--- config.mk ---
export PLATFORM = sky130hd
export DESIGN_NAME = debug_bus_arbiter
export DESIGN_NICKNAME = d
export VERILOG_FILES = /design/src/rtl/debug_bus_arbiter.sv
export SDC_FILE = /design/constraint.sdc
export NUM_CORES = 1
export LEC_CHECK = 0
export ABC_AREA = 1
export BUFFER_PORTS_ARGS = -buffer_cell sky130_fd_sc_hd__clkbuf_2
export CAP_MARGIN = 20
export CORE_AREA = 4 4 152 154
export DETAILED_ROUTE_END_ITERATION = 16
export DIE_AREA = 0 0 156 158
export PLACE_DENSITY = 0.61
export SYNTH_ARGS = -nofsm -noshare
export SYNTH_HDL_FRONTEND = slang
export SYNTH_SLANG_ARGS = --single-unit
--- constraint.sdc ---
create_clock -name clk -period 1.91 [get_ports clk]
set_input_delay 0.0955 -clock clk [delete_from_list [all_inputs] [get_ports clk]]
set_output_delay 0.0955 -clock clk [all_outputs]
set_load 0.01 [all_outputs]
--- src/rtl/debug_bus_arbiter.sv ---
// Two-master to one-slave debug bus arbiter.
// Round-robin grant, one-cycle gap between transfers, wait-cycle timeout.
module debug_bus_arbiter #(
  parameter int AWIDTH  = 4,
  parameter int DWIDTH  = 4,
  parameter int TIMEOUT = 1000
) (
  input  logic                  clk,
  input  logic                  rstn,
  input  logic                  m0_wr_en,
  input  logic                  m0_rd_en,
  input  logic                  m1_wr_en,
  input  logic                  m1_rd_en,
  input  logic [AWIDTH*8-1:0]   m0_wr_addr,
  input  logic [AWIDTH*8-1:0]   m0_rd_addr,
  input  logic [AWIDTH*8-1:0]   m1_wr_addr,
  input  logic [AWIDTH*8-1:0]   m1_rd_addr,
  input  logic [DWIDTH*8-1:0]   m0_wr_data,
  input  logic [DWIDTH*8-1:0]   m1_wr_data,
  output logic                  m0_wr_rdy,
  output logic                  m0_rd_rdy,
  output logic                  m1_wr_rdy,
  output logic                  m1_rd_rdy,
  output logic [DWIDTH*8-1:0]   m0_rd_data,
  output logic [DWIDTH*8-1:0]   m1_rd_data,
  output logic                  s_wr_en,
  output logic                  s_rd_en,
  output logic [AWIDTH*8-1:0]   s_wr_addr,
  output logic [AWIDTH*8-1:0]   s_rd_addr,
  output logic [DWIDTH*8-1:0]   s_wr_data,
  input  logic                  s_wr_rdy,
  input  logic                  s_rd_rdy,
  input  logic [DWIDTH*8-1:0]   s_rd_data,
  output logic [1:0]            gnt,
  output logic                  err_timeout
);

  localparam int AW = AWIDTH * 8;
  localparam int DW = DWIDTH * 8;

  typedef enum logic [1:0] {
    IDLE = 2'd0,
    WR   = 2'd1,
    RD   = 2'd2,
    GAP  = 2'd3
  } state_e;

  state_e      state_q, state_d;
  logic [1:0]  gnt_q, gnt_d;
  logic        last_q, last_d;
  logic [31:0] cnt_q, cnt_d;

  logic          req0, req1;
  logic          pick1;
  logic          sel1;
  logic          sel_wr_en;
  logic          sel_rd_en;
  logic [AW-1:0] sel_wr_addr;
  logic [AW-1:0] sel_rd_addr;
  logic [DW-1:0] sel_wr_data;
  logic          busy;
  logic          tmo;
  logic          drv_wr;
  logic          drv_rd;
  logic          done;

  assign req0 = m0_wr_en | m0_rd_en;
  assign req1 = m1_wr_en | m1_rd_en;

  // last_q set means m1 was served last, so m0 wins a tie
  assign pick1 = req1 & (~req0 | ~last_q);

  assign sel1        = gnt_q[1];
  assign sel_wr_en   = sel1 ? m1_wr_en   : m0_wr_en;
  assign sel_rd_en   = sel1 ? m1_rd_en   : m0_rd_en;
  assign sel_wr_addr = sel1 ? m1_wr_addr : m0_wr_addr;
  assign sel_rd_addr = sel1 ? m1_rd_addr : m0_rd_addr;
  assign sel_wr_data = sel1 ? m1_wr_data : m0_wr_data;

  assign busy   = (state_q == WR) | (state_q == RD);
  assign tmo    = busy & (cnt_q == 32'(TIMEOUT));
  assign drv_wr = (state_q == WR) & sel_wr_en & ~tmo;
  assign drv_rd = (state_q == RD) & sel_rd_en & ~tmo;
  assign done   = (drv_wr & s_wr_rdy) | (drv_rd & s_rd_rdy);

  always_ff @(posedge clk or negedge rstn) begin
    if (!rstn) begin
      state_q <= IDLE;
      gnt_q   <= 2'b00;
      last_q  <= 1'b1;
      cnt_q   <= '0;
    end else begin
      state_q <= state_d;
      gnt_q   <= gnt_d;
      last_q  <= last_d;
      cnt_q   <= cnt_d;
    end
  end

  always_comb begin
    state_d = state_q;
    gnt_d   = gnt_q;
    last_d  = last_q;
    cnt_d   = cnt_q;
    unique case (state_q)
      IDLE: begin
        if (req0 | req1) begin
          gnt_d  = pick1 ? 2'b10 : 2'b01;
          last_d = pick1;
          cnt_d  = '0;
          if (pick1 ? m1_wr_en : m0_wr_en) begin
            state_d = WR;
          end else begin
            state_d = RD;
          end
        end
      end
      WR: begin
        if (tmo | ~sel_wr_en | done) begin
          state_d = GAP;
        end else begin
          cnt_d = cnt_q + 32'd1;
        end
      end
      RD: begin
        if (tmo | ~sel_rd_en | done) begin
          state_d = GAP;
        end else begin
          cnt_d = cnt_q + 32'd1;
        end
      end
      GAP: begin
        state_d = IDLE;
        gnt_d   = 2'b00;
      end
    endcase
  end

  always_comb begin
    s_wr_en   = drv_wr;
    s_rd_en   = drv_rd;
    s_wr_addr = '0;
    s_wr_data = '0;
    s_rd_addr = '0;
    if (drv_wr) begin
      s_wr_addr = sel_wr_addr;
      s_wr_data = sel_wr_data;
    end
    if (drv_rd) begin
      s_rd_addr = sel_rd_addr;
    end
    m0_wr_rdy   = drv_wr & ~sel1 & s_wr_rdy;
    m1_wr_rdy   = drv_wr &  sel1 & s_wr_rdy;
    m0_rd_rdy   = drv_rd & ~sel1 & s_rd_rdy;
    m1_rd_rdy   = drv_rd &  sel1 & s_rd_rdy;
    err_timeout = tmo;
  end

  assign gnt        = gnt_q;
  assign m0_rd_data = s_rd_data;
  assign m1_rd_data = s_rd_data;

endmodule

# Word-level counts from Yosys, hierarchy flattened
# Cells that the tools add are included.
[totals]
register_bits = 37
latchBits = 0
mem_bits_rw = 0
mem_bits_ro = 0
in_bits = 232
word_cells = 74
mem_count = 0
[classes]
n_addsub = 1
multipliers = 0
div_mod_pow = 0
order_cmp = 0
eq_ne = 9
n_shift = 0
mux = 21
n_bitwise = 32
reduce_logical = 7
[op_table]
columns = ["op", "n"]
rows = [
  ["32-bit 2-to-1 mux", 9],
  ["32-bit one-hot mux with 3 select lines", 1],
  ["32-bit by 1-bit adder with 32-bit output (second input constant)", 1],
  ["32-bit by 10-bit equality test with 1-bit output (second input constant)", 1],
  ["1-bit AND", 16],
  ["2-bit 2-to-1 mux", 6],
  ["1-bit bitwise OR", 10],
  ["2-bit one-hot mux with 4 select lines", 1],
  ["2-bit != test (second input constant)", 3],
  ["1-bit NOT", 6],
  ["2-bit equality test (second input constant)", 2],
  ["2-bit by 1-bit != test with 1-bit output (second input constant)", 2],
  ["2-bit one-hot mux with 2 select lines", 1],
  ["2-bit AND reduction", 2],
  ["4-bit AND reduction", 1],
  ["1-bit 2-to-1 mux", 3],
  ["3-bit AND reduction", 1],
  ["3-bit nonzero test", 1],
  ["2-bit by 1-bit equality test with 1-bit output (second input constant)", 1],
  ["2-bit zero test", 1],
  ["2-bit nonzero test", 1],
]

# Longest topological paths before layout
# Gate-level depths: netlist of run 1.
[depth]
word_depth = 10
ltp_mapped = 13

# Worst setup path before layout of run 1
# OpenSTA, ideal clock, no wires.
[synth_path]
path_kind = "flip-flop to output port"
startpoint = "register state_q[0]"
endpoint = "output port s_wr_addr[0]"
t_arrival_ns = 1.686
required_ns = 1.814
slack_ns = 0.129
path_stages_with_launch = 12
cell_sequence = "dfrtp_1 inv_1 ha_1 nand2_1 nor2_1 nand2_1 nor2_1 nand2_2 nand2_1 buf_2 buf_4 a21oi_1"
[synth_between]
elab_chain_cells = 6
word_cells_on_any_way = 8
[synth_lines]
columns = ["element", "line", "rtl"]
rows = [
  ["start, declared", "48", "state_e state_q, state_d;"],
  ["start signal, assigned", "93", "state_q <= state_d;"],
  ["2-bit by 1-bit equality test with 1-bit output or 2-bit equality test (tied branches)", "80, 82", ""],
  ["1-bit bitwise OR", "80", "assign busy = (state_q == WR) | (state_q == RD);"],
  ["1-bit AND", "81", "assign tmo = busy & (cnt_q == 32'(TIMEOUT));"],
  ["1-bit NOT", "82", "assign drv_wr = (state_q == WR) & sel_wr_en & ~tmo;"],
  ["1-bit AND *", "82", ""],
  ["32-bit 2-to-1 mux *", "145", "if (drv_wr) begin"],
  ["end, declared", "28", "output logic [AWIDTH*8-1:0] s_wr_addr,"],
]
# Mark *: on every way between the ends. The rest lies on a longest branch, timed or not.

# Final worst setup path of run 1
[layout_path]
startpoint = "register state_q[1]"
endpoint = "output port s_wr_data[14]"
[layout_between]
elab_chain_cells = 6
word_cells_on_any_way = 8
[layout_lines]
columns = ["element", "line", "rtl"]
rows = [
  ["2-bit by 1-bit equality test with 1-bit output or 2-bit equality test (tied branches)", "80, 82", ""],
  ["1-bit bitwise OR", "80", ""],
  ["1-bit AND", "81", ""],
  ["1-bit NOT", "82", ""],
  ["1-bit AND *", "82", ""],
  ["32-bit 2-to-1 mux *", "145", ""],
  ["end, declared", "30", "output logic [DWIDTH*8-1:0] s_wr_data,"],
]
# Marks and branches as above.

==> impl_metrics.py, run 1 <==
metrics = {
    "synthesis": {
        "ys_seq_area_share_pct": 19.4,
        "synthXorXnorAreaFrac_pct": 1.46,
        "synth_adder_area_share_pct": 1.57,
        "dominantRegCellSynth": "dfrtp_1",
        "muxShareOfSynthArea_pct": 0,
        "yosys_register_bits": 37,
        "synthCells": 882,
        "synth_area_um2": 4790,
        "synth_compound_area_share_pct": 12.0,
        "synth-edff-count": 0,
        "synth_common_cells": "393 x nand2_1, 98 x a21oi_1, 79 x nor2_1",
        "synthTopCellsByArea": "nand2_1 31%, dfrtp_1 19%, buf_4 11%",
        "synth_top_area_cell": "nand2_1",
        "synth_top_family_by_area": "simple AND/OR/NAND/NOR gates",
        "synth-simple-area-share_pct": 46.9,
        "syn_nets": 1120,
        "synthArstFlopShare_pct": 100,
        "yosysMostFrequentCell": "nand2_1",
        "synth_warnings": 0,
        "synth_cell_types": 31,
        "yosys.area.top_type_share_pct": 30.8,
        "avgSynthCellArea_um2": 5.43,
    },
    "worst_setup_path": {
        "cp_cell_sequence": "inv_2, ha_4, nand2_4, nor2_2, nand2_1, nor2_2, nand2_2, nand2_8, buf_16, a21oi_4, buf_6",
        "ff2ff_path_depth": 14,
        "worstPathMaxFanout": 7,
        "startpoint": "state_q[1]",
        "worstPathRequired_ns": 1.81,
        "r2r_start": "cnt_q[1]",
        "crit_end": "s_wr_data[14]",
        "max_stage_delay_ns": 0.39,
        "cpMaxStageDelayCell": "dfrtp_1",
        "reg2reg_to": "cnt_q[1]",
        "crit_type": "reg2out",
        "critPathLaunchType": "flip-flop",
        "endpoint_kind": "primary output",
        "r2r_setup_slack_ns": -0.21,
        "arrival_ns": 2.11,
        "crit_top_cell": "nor2_2",
    },
    "route": {
        "drtIter0Drc": 625,
        "ant_nets": 0,
        "drc_errors": 0,
        "viasPerCell": 4.72,
        "routed_wl_um": 33200,
        "vias": 6937,
        "routedWlPerCell_um": 22.6,
        "dr.pass1.iters": 6,
    },
    "sta": {
        "relSlewSlack_pct": 68.5,
        "final-hold-violation-count": 0,
        "worst_pin_slew_ns": 0.472,
        "rsz0062_at_grt": "true",
        "drv_slew": 0,
        "post-route-period-util_pct": 116,
        "fmax_mhz": 453,
        "layout_min_cycle_time_ns": 2.21,
        "finalWorstSetupSlack_ns": -0.296,
        "clock_skew_ns": 0.00820,
        "setup_viol": 136,
        "hold_ws_ns": 0.191,
    },
    "clock_network": {
        "clockRootBuffer": "clkbuf_16",
        "ctsLongestPathBuffers": 2,
        "clk_pin_slew_worst_paths_ns": 0.06,
        "htree_levels": 2,
        "tritoncts": "done",
        "insertion_delay_ns": 0.29,
        "cts_buffers": 5,
        "numClockSinks": 37,
    },
    "final_layout": {
        "nets": 1424,
        "drive_above_1_share_pct": 45.9,
        "final_util_pct": 39.8,
        "synthToLayoutAreaGrowth_pct": 80.4,
    },
    "floorplan": {
        "start_util_pct": 22.1,
        "core_um2": 21700,
        "die-area_um2": 24600,
        "num_rows": 54,
        "die_y_um": 158,
        "fp.dieW_um": 156,
        "ios": 401,
    },
    "power": {
        "power_mw": 9.53,
        "p_per_area_nw_per_um2": 1100,
        "irDropWorstVdd_mv": 0.494,
        "power.leakage_nw": 4.25,
    },
    "placed_design": {
        "portBuffers": 304,
        "dp_hpwl_um": 26600,
        "place_congestion": 0.948,
    },
    "global_routing": {
        "grt_max_degree": 66,
        "grt_pass1_wl_um": 43600,
        "antenna_found_initial": 2,
        "grt_overflow": 0,
        "grt_usage_pct": 24.4,
        "grt_pass1_vias": 6603,
    },
    "status": {
        "status": "finished with violations",
        "violations": "setup timing",
    },
    "min_path": {
        "hold_path_class": "in2out",
    },
    "job": {
        "timing.max_cap.violations": 0,
    },
}
[sequential cells by signal (all words and copies together), names as in the netlist]
| signal | flops |
|---|---|
| cnt_q | 32 |
| gnt | 2 |
| last_q | 1 |
| state_q | 2 |
[per-layer routing]
| metal | GRT usage (%) | part of all wire, % | vias to the layer above |
|---|---|---|---|
| li1 | - | - | 3327 |
| met1 | 36.4 | 46 | 3213 |
| met2 | 35.0 | 42 | 371 |
| met3 | 7.30 | 11 | 26 |
| met4 | 3.46 | 1.3 | 0 |
| met5 | 0 | 0 | - |
[timing repair]
item | CTS | global route
setup buffers | 6 | 5
endpoints found under the setup margin | 103 | 137
pin swaps | 8 | 4
gates resized for setup | 163 | 173
gates cloned | 11 | 4
hold buffers | 1 | 0
hold endpoints to repair | 15 | 0
[where the power goes]
part / switching [mW] / internal [mW]
logic: 4.50 / 2.96
registers: 0.0845 / 0.883
clock network: 0.357 / 0.747
total: 4.94 / 4.59
[cells by family (layout without fill, tap and decap cells)]
logic type,Yosys count,in the layout
AND/OR/NAND/NOR,559,560
buffers and inverters,160,464
AO/OA/AOI/OAI,112,112
flip-flops,37,37
XOR/XNOR,8,8
adder cells (fa/ha/maj),6,6
other,0,3
[through the flow]
step	TNS [ns]	setup WS (ns)	cells	instance area, um^2
global placement	-28.46	-0.503	1432	6620
finish	-31.35	-0.296	1470	8640
detailed placement	-12.27	-0.324	1432	6620
floorplan	0	0.129	882	4790
global route	-43.17	-0.374	1469	8640
CTS	-30.25	-0.298	1458	7950
[cells in the final DEF (no fill, tap or decap), types with 3 or more instances in the layout]
cell type,n
nand2_8,4
nand3_2,7
xor2_1,7
diode_2,3
nand2_2,5
o21ai_0,9
nand3_1,46
nand2_1,386
or2_2,3
buf_16,11
buf_2,15
a21oi_2,19
a21oi_4,60
nor2_1,70
nor2_2,8
clkbuf_16,9
inv_1,39
buf_6,61
buf_12,8
nor3_1,15
clkbuf_2,231
ha_1,4
nor2_4,4
dfrtp_1,35
a21oi_1,19
nand4_1,4
buf_4,71
inv_2,10
[layout make-up]
type / instances / area [um^2]
Fill cell: 2288 / 13000
Multi-Input combinational cell: 686 / 3910
Timing Repair Buffer: 404 / 3050
Sequential cell: 37 / 931
Tap cell: 280 / 350
Inverter: 52 / 201
Clock buffer: 5 / 125
Clock inverter: 3 / 65.1
Antenna cell: 3 / 7.51
[critical path: cells and delay by family (launching register included)]
| kind | cells | cell delay, ns |
|---|---|---|
| buffers and inverters | 3 | 0.42 |
| AOI/OAI and AO/OA | 1 | 0.26 |
| DFF | 1 | 0.39 |
| and+or+nand+nor | 6 | 0.51 |
| adders and majority gates | 1 | 0.21 |
[how the worst min path moves through the flow]
stage,start,endpoint,slack (ns),depth (start not counted)
2_1_floorplan,rstn,cnt_q[0],-0.20,0
3_3_place_gp,rstn,cnt_q[30],0.06,1
3_5_place_dp,rstn,cnt_q[30],0.07,1
4_1_cts,s_rd_data[14],m0_rd_data[14],0.19,0
5_1_grt,s_rd_data[19],m1_rd_data[19],0.19,0
6_report,s_rd_data[19],m1_rd_data[19],0.19,0
No activity file was read; power rests on OpenSTA's default activity.
==> inputs of run 2 (changes only) <==
ABC_AREA = default   (was 1)
PLACE_DENSITY = 0.59   (was 0.61)
==> impl_metrics.py, run 2 <==
metrics = {
    "status": {
        "status": "finished with violations",
        "violations": "setup timing",
    },
    "final_layout": {
        "layout_commonest_cell": "clkbuf_2",
        "instances_no_fill": 1192,
        "synthToLayoutAreaGrowth_pct": 74.8,
        "mostFrequentLayoutCells": "280 x clkbuf_2, 98 x mux2i_1, 80 x nor2_1, 76 x buf_4, 49 x nand2_1",
        "drive_above_1_share_pct": 57.0,
        "regMostFlops": "cnt_q",
        "largest_register_ffs": 32,
        "final_util_pct": 35.4,
        "num-fill-cells": 2255,
        "nets": 1147,
    },
    "synthesis": {
        "yosysMostFrequentCell": "nor2_1",
        "syn_nets": 815,
        "synth_top_area_cell": "mux2i_1",
        "synth_cell_types": 46,
        "synth_common_cells": "108 x nor2_1, 98 x mux2i_1, 68 x buf_4",
        "synthTopCellsByArea": "mux2i_1 22%, dfrtp_1 21%, buf_4 12%",
        "ys_seq_area_share_pct": 21.1,
        "yosys.area.top_type_share_pct": 22.3,
        "synth-edff-count": 0,
        "yosys_register_bits": 37,
        "dominantRegCellSynth": "dfrtp_1",
        "synthArstFlopShare_pct": 100,
        "synth_area_um2": 4390,
        "synthCells": 577,
        "avgSynthCellArea_um2": 7.61,
        "synth_warnings": 0,
    },
    "sta": {
        "worst_pin_slew_ns": 0.540,
        "layout_min_cycle_time_ns": 2.34,
        "clock_skew_ns": 0.00859,
        "finalWorstSetupSlack_ns": -0.426,
        "relSlewSlack_pct": 64.0,
        "drv_slew": 0,
        "post-route-period-util_pct": 122,
        "setup_viol": 137,
        "setup_tns_ns": -42.28,
        "fmax_mhz": 428,
        "final-hold-violation-count": 0,
        "rsz0062_at_grt": "true",
    },
    "global_routing": {
        "grt_max_degree": 45,
        "grt_pass1_wl_um": 31600,
        "gr-max-usage-layer": "met2",
        "gr-usage-met2_pct": 27.5,
        "antenna_found_initial": 3,
        "use_met3_pct": 5.55,
        "grt_use_met1_pct": 22.0,
        "grt_pass1_vias": 5184,
        "grt_usage_pct": 16.9,
        "grt_overflow": 0,
    },
    "worst_setup_path": {
        "crit_type": "reg2out",
        "endpoint_kind": "primary output",
        "r2r_start": "cnt_q[1]",
        "arrival_ns": 2.24,
        "worstPathRequired_ns": 1.81,
        "critPathLaunchType": "flip-flop",
        "worstPathMaxFanout": 6,
        "r2r_setup_slack_ns": -0.32,
        "reg2reg_to": "cnt_q[6]",
        "ff2ff_path_depth": 12,
    },
    "floorplan": {
        "core_um2": 21700,
        "fp.dieW_um": 156,
        "start_util_pct": 20.2,
        "die-area_um2": 24600,
        "num_rows": 54,
        "ios": 401,
        "die_y_um": 158,
    },
    "power": {
        "power.leakage_nw": 3.79,
        "p_per_area_nw_per_um2": 1190,
        "irDropWorstVdd_mv": 0.863,
    },
    "route": {
        "ant_nets": 0,
        "routedWlPerCell_um": 19.5,
        "viasPerCell": 4.57,
        "drtIter0Drc": 288,
        "routed_wl_um": 23200,
        "vias": 5453,
        "drc_errors": 0,
        "dr.pass1.iters": 4,
    },
    "clock_network": {
        "clk_pin_slew_worst_paths_ns": 0.06,
        "clockRootBuffer": "clkbuf_16",
        "cts_buffers": 5,
        "insertion_delay_ns": 0.29,
        "ctsLongestPathBuffers": 2,
        "htree_levels": 2,
        "tritoncts": "done",
        "numClockSinks": 37,
    },
    "min_path": {
        "hold_depth": 0,
        "hold_path_class": "in2out",
        "min-delay-start": "s_rd_data[7]",
        "min_to": "m1_rd_data[7]",
    },
    "placed_design": {
        "dp_hpwl_um": 18700,
        "dp.cells": 1154,
        "portBuffers": 304,
        "place_congestion": 0.893,
    },
    "job": {
        "timing.max_cap.violations": 0,
    },
}
==> run 2: worst max-delay path by stage <==
stage	startpoint	endpoint	slack, ns	cells after the start
3_3_place_gp	state_q[0]	cnt_q[25]	-0.20	7
3_5_place_dp	state_q[1]	cnt_q[29]	-0.23	10
5_1_grt	state_q[0]	s_wr_addr[15]	-0.52	10
6_report	state_q[1]	s_wr_addr[0]	-0.43	11
2_1_floorplan	state_q[0]	cnt_q[23]	-0.1	9
4_1_cts	cnt_q[23]	s_wr_addr[7]	-0.45	10
==> run 2: cell families after synthesis <==
kind of cell	count (synthesis)	synth area share, %
flops	37	21.1
mux	98	22.3
simple gates	280	32.2
buf+inv	109	15.2
compound gates	47	7.41
fa+ha+maj	6	1.71
==> run 2: timing repair <==
item                                    in CTS  in global routing
hold buffers                                 1                  0
hold endpoints to repair                    15                  0
pin swaps                                   18                 39
buffers inserted                            16                  9
gates cloned                                 7                  2
endpoints found under the setup margin     134                137
resized for setup                           65                127
==> run 2: final cells by class <==
| cell class | count | area [um^2] | share of cell area (%) |
|---|---|---|---|
| Antenna cell | 2 | 5.00 | 0.0652 |
| Clock buffer | 5 | 125 | 1.63 |
| Clock inverter | 3 | 17.5 | 0.228 |
| Inverter | 9 | 36.3 | 0.473 |
| Multi-Input combinational cell | 431 | 3250 | 42.4 |
| Sequential cell | 37 | 931 | 12.1 |
| Tap cell | 280 | 350 | 4.56 |
| Timing Repair Buffer | 425 | 2960 | 38.5 |
==> run 2: through the flow <==
stage | area (um^2) | total power, mW | hold WS, ns | worst slack (ns)
final | 7680 | 9.12 | 0.191 | -0.426
after global routing | 7670 | 9.68 | 0.191 | -0.518
after CTS | 7240 | 8.46 | 0.191 | -0.447
after detailed placement | 6500 | 6.44 | 0.108 | -0.234
after global placement | 6500 | 6.39 | 0.101 | -0.202
after floorplan | 4460 | 4.28 | -0.200 | -0.0984
==> run 2: layer usage <==
metal  share of wire (%)  vias up
met4                 1.5        0
met2                  48      214
met5                   0        -
met1                  42     2587
met3                 9.3       19
li1                    -     2633
==> run 2: critical path, stage by stage (launching register included) <==
cell      delay, ns
dfrtp_1        0.38
inv_2          0.08
ha_4           0.20
nor4bb_4       0.14
nand4_1        0.13
buf_6          0.15
o21ai_4        0.08
buf_4          0.14
buf_6          0.12
buf_16         0.13
nor2_1         0.23
clkbuf_2       0.19
==> run 2: report_power, final <==
group,switching (mW),internal (mW)
Clock,0.341,0.479
Sequential,0.147,0.999
Combinational,3.59,3.57
Total,4.07,5.05
==> inputs of run 3 (changes only) <==
PLACE_DENSITY = default   (was 0.59)
==> impl_metrics.py, run 3 (synthesis results as in run 2) <==
metrics = {
    "status": {
        "status": "finished with violations",
        "violations": "setup timing",
    },
    "route": {
        "routed_wl_um": 23300,
        "vias": 5535,
        "viasPerCell": 4.68,
        "ant_nets": 0,
        "routedWlPerCell_um": 19.7,
        "drtIter0Drc": 319,
        "drc_errors": 0,
        "dr.pass1.iters": 7,
    },
    "final_layout": {
        "mostFrequentLayoutCells": "280 x clkbuf_2, 98 x mux2i_1, 88 x nor2_1, 71 x buf_4",
        "regMostFlops": "cnt_q",
        "largest_register_ffs": 32,
        "layout_commonest_cell": "clkbuf_2",
        "drive_above_1_share_pct": 58.1,
        "synthToLayoutAreaGrowth_pct": 75.4,
        "nets": 1139,
        "insertedDiodeCount": 0,
        "final_util_pct": 35.5,
    },
    "clock_network": {
        "htree_levels": 2,
        "insertion_delay_ns": 0.28,
        "numClockSinks": 37,
        "tritoncts": "done",
        "ctsLongestPathBuffers": 2,
        "cts_buffers": 5,
        "clockRootBuffer": "clkbuf_16",
        "clk_pin_slew_worst_paths_ns": 0.05,
    },
    "placed_design": {
        "place_congestion": 0.923,
        "dp_hpwl_um": 18400,
        "place_ws_ns": -0.211,
        "portBuffers": 304,
    },
    "power": {
        "power.leakage_nw": 3.75,
        "irDropWorstVdd_mv": 0.679,
        "power_mw": 9.63,
        "p_per_area_nw_per_um2": 1250,
    },
    "global_routing": {
        "antenna_found_initial": 2,
        "grt_overflow": 0,
        "grt_pass1_wl_um": 31700,
        "grt_usage_pct": 16.9,
        "grt_pass1_vias": 5076,
        "grt_max_degree": 70,
    },
    "worst_setup_path": {
        "cpMaxStageDelayCell": "dfrtp_1",
        "reg2reg_to": "cnt_q[9]",
        "r2r_setup_slack_ns": -0.33,
        "max_stage_delay_ns": 0.38,
        "cp_cell_sequence": "inv_2, ha_4, nor4b_4, nand4_1, buf_4, buf_6, o21ai_4, buf_12, buf_16, nor2_1, clkbuf_2",
        "worstPathRequired_ns": 1.81,
        "r2r_start": "state_q[1]",
        "arrival_ns": 2.18,
        "crit_type": "reg2out",
        "critPathLaunchType": "flip-flop",
        "endpoint_kind": "primary output",
        "worstPathMaxFanout": 13,
        "ff2ff_path_depth": 14,
    },
    "min_path": {
        "hold_path_class": "in2out",
        "hold_depth": 0,
        "min_to": "m0_rd_data[0]",
        "min-delay-start": "s_rd_data[0]",
    },
    "sta": {
        "hold_ws_ns": 0.191,
        "worst_pin_slew_ns": 0.640,
        "post-route-period-util_pct": 119,
        "clock_skew_ns": 0.00530,
        "setup_tns_ns": -40.16,
        "rsz0062_at_grt": "true",
        "fmax_mhz": 440,
        "setup_viol": 137,
        "finalWorstSetupSlack_ns": -0.362,
        "drv_slew": 0,
        "final-hold-violation-count": 0,
        "layout_min_cycle_time_ns": 2.27,
        "relSlewSlack_pct": 57.3,
    },
    "job": {
        "timing.max_cap.violations": 0,
    },
    "floorplan": {
        "ios": 401,
        "core_um2": 21700,
        "num_rows": 54,
        "die-area_um2": 24600,
        "fp.dieW_um": 156,
        "die_y_um": 158,
        "start_util_pct": 20.2,
    },
}
-- run 3: timing repair --
item	in CTS	in global routing
pin swaps	29	37
gates resized for setup	101	116
gates cloned	7	1
setup buffers	21	11
hold buffers	1	0
setup endpoints to repair	137	137
endpoints found under the hold margin	20	0
-- run 3: stage by stage --
stage	instance area (um^2)	cells
after floorplan	4460	577
after CTS	7310	1177
after global placement	6340	1140
after detailed placement	6340	1140
after global routing	7700	1182
final	7700	1182
-- run 3: cell type report --
type / count / area (um^2)
well taps: 280 / 350
multi-input cells: 431 / 3330
clock inverters: 3 / 65.1
clock buffers: 5 / 125
fillers: 2220 / 14000
inverters: 9 / 41.3
flip-flops and latches: 37 / 932
repair buffers: 417 / 2860
-- run 3: worst max-delay path: cells and delay by family, from the launching register on --
family | cells | cell delay, ns
buf+inv | 6 | 0.82
simple gates | 3 | 0.39
fa+ha+maj | 1 | 0.12
flops | 1 | 0.38
compound gates | 1 | 0.15
-- run 3: report_power, final --
part	switching, mW	internal (mW)	total [mW]
logic	3.66	3.70	7.36
registers	0.187	1.00	1.19
clock network	0.333	0.746	1.08
total	4.18	5.44	9.63
-- run 3: routing by layer --
layer | GRT usage [%] | vias to the layer above | part of all wire, %
li1 | - | 2614 | -
met1 | 21.2 | 2636 | 40
met2 | 28.1 | 250 | 48
met3 | 5.39 | 33 | 9.3
met4 | 3.96 | 2 | 2.5
met5 | 0 | - | 0.030
-- run 3: how the worst max path moves through the flow --
stage,slack [ns],from,endpoint
floorplan,-0.1,state_q[0],cnt_q[23]
global placement,-0.26,cnt_q[0],s_wr_data[22]
detailed placement,-0.21,cnt_q[0],m0_wr_rdy
CTS,-0.34,cnt_q[0],m0_wr_rdy
global route,-0.44,cnt_q[0],s_wr_data[22]
finish,-0.36,cnt_q[0],s_wr_data[22]
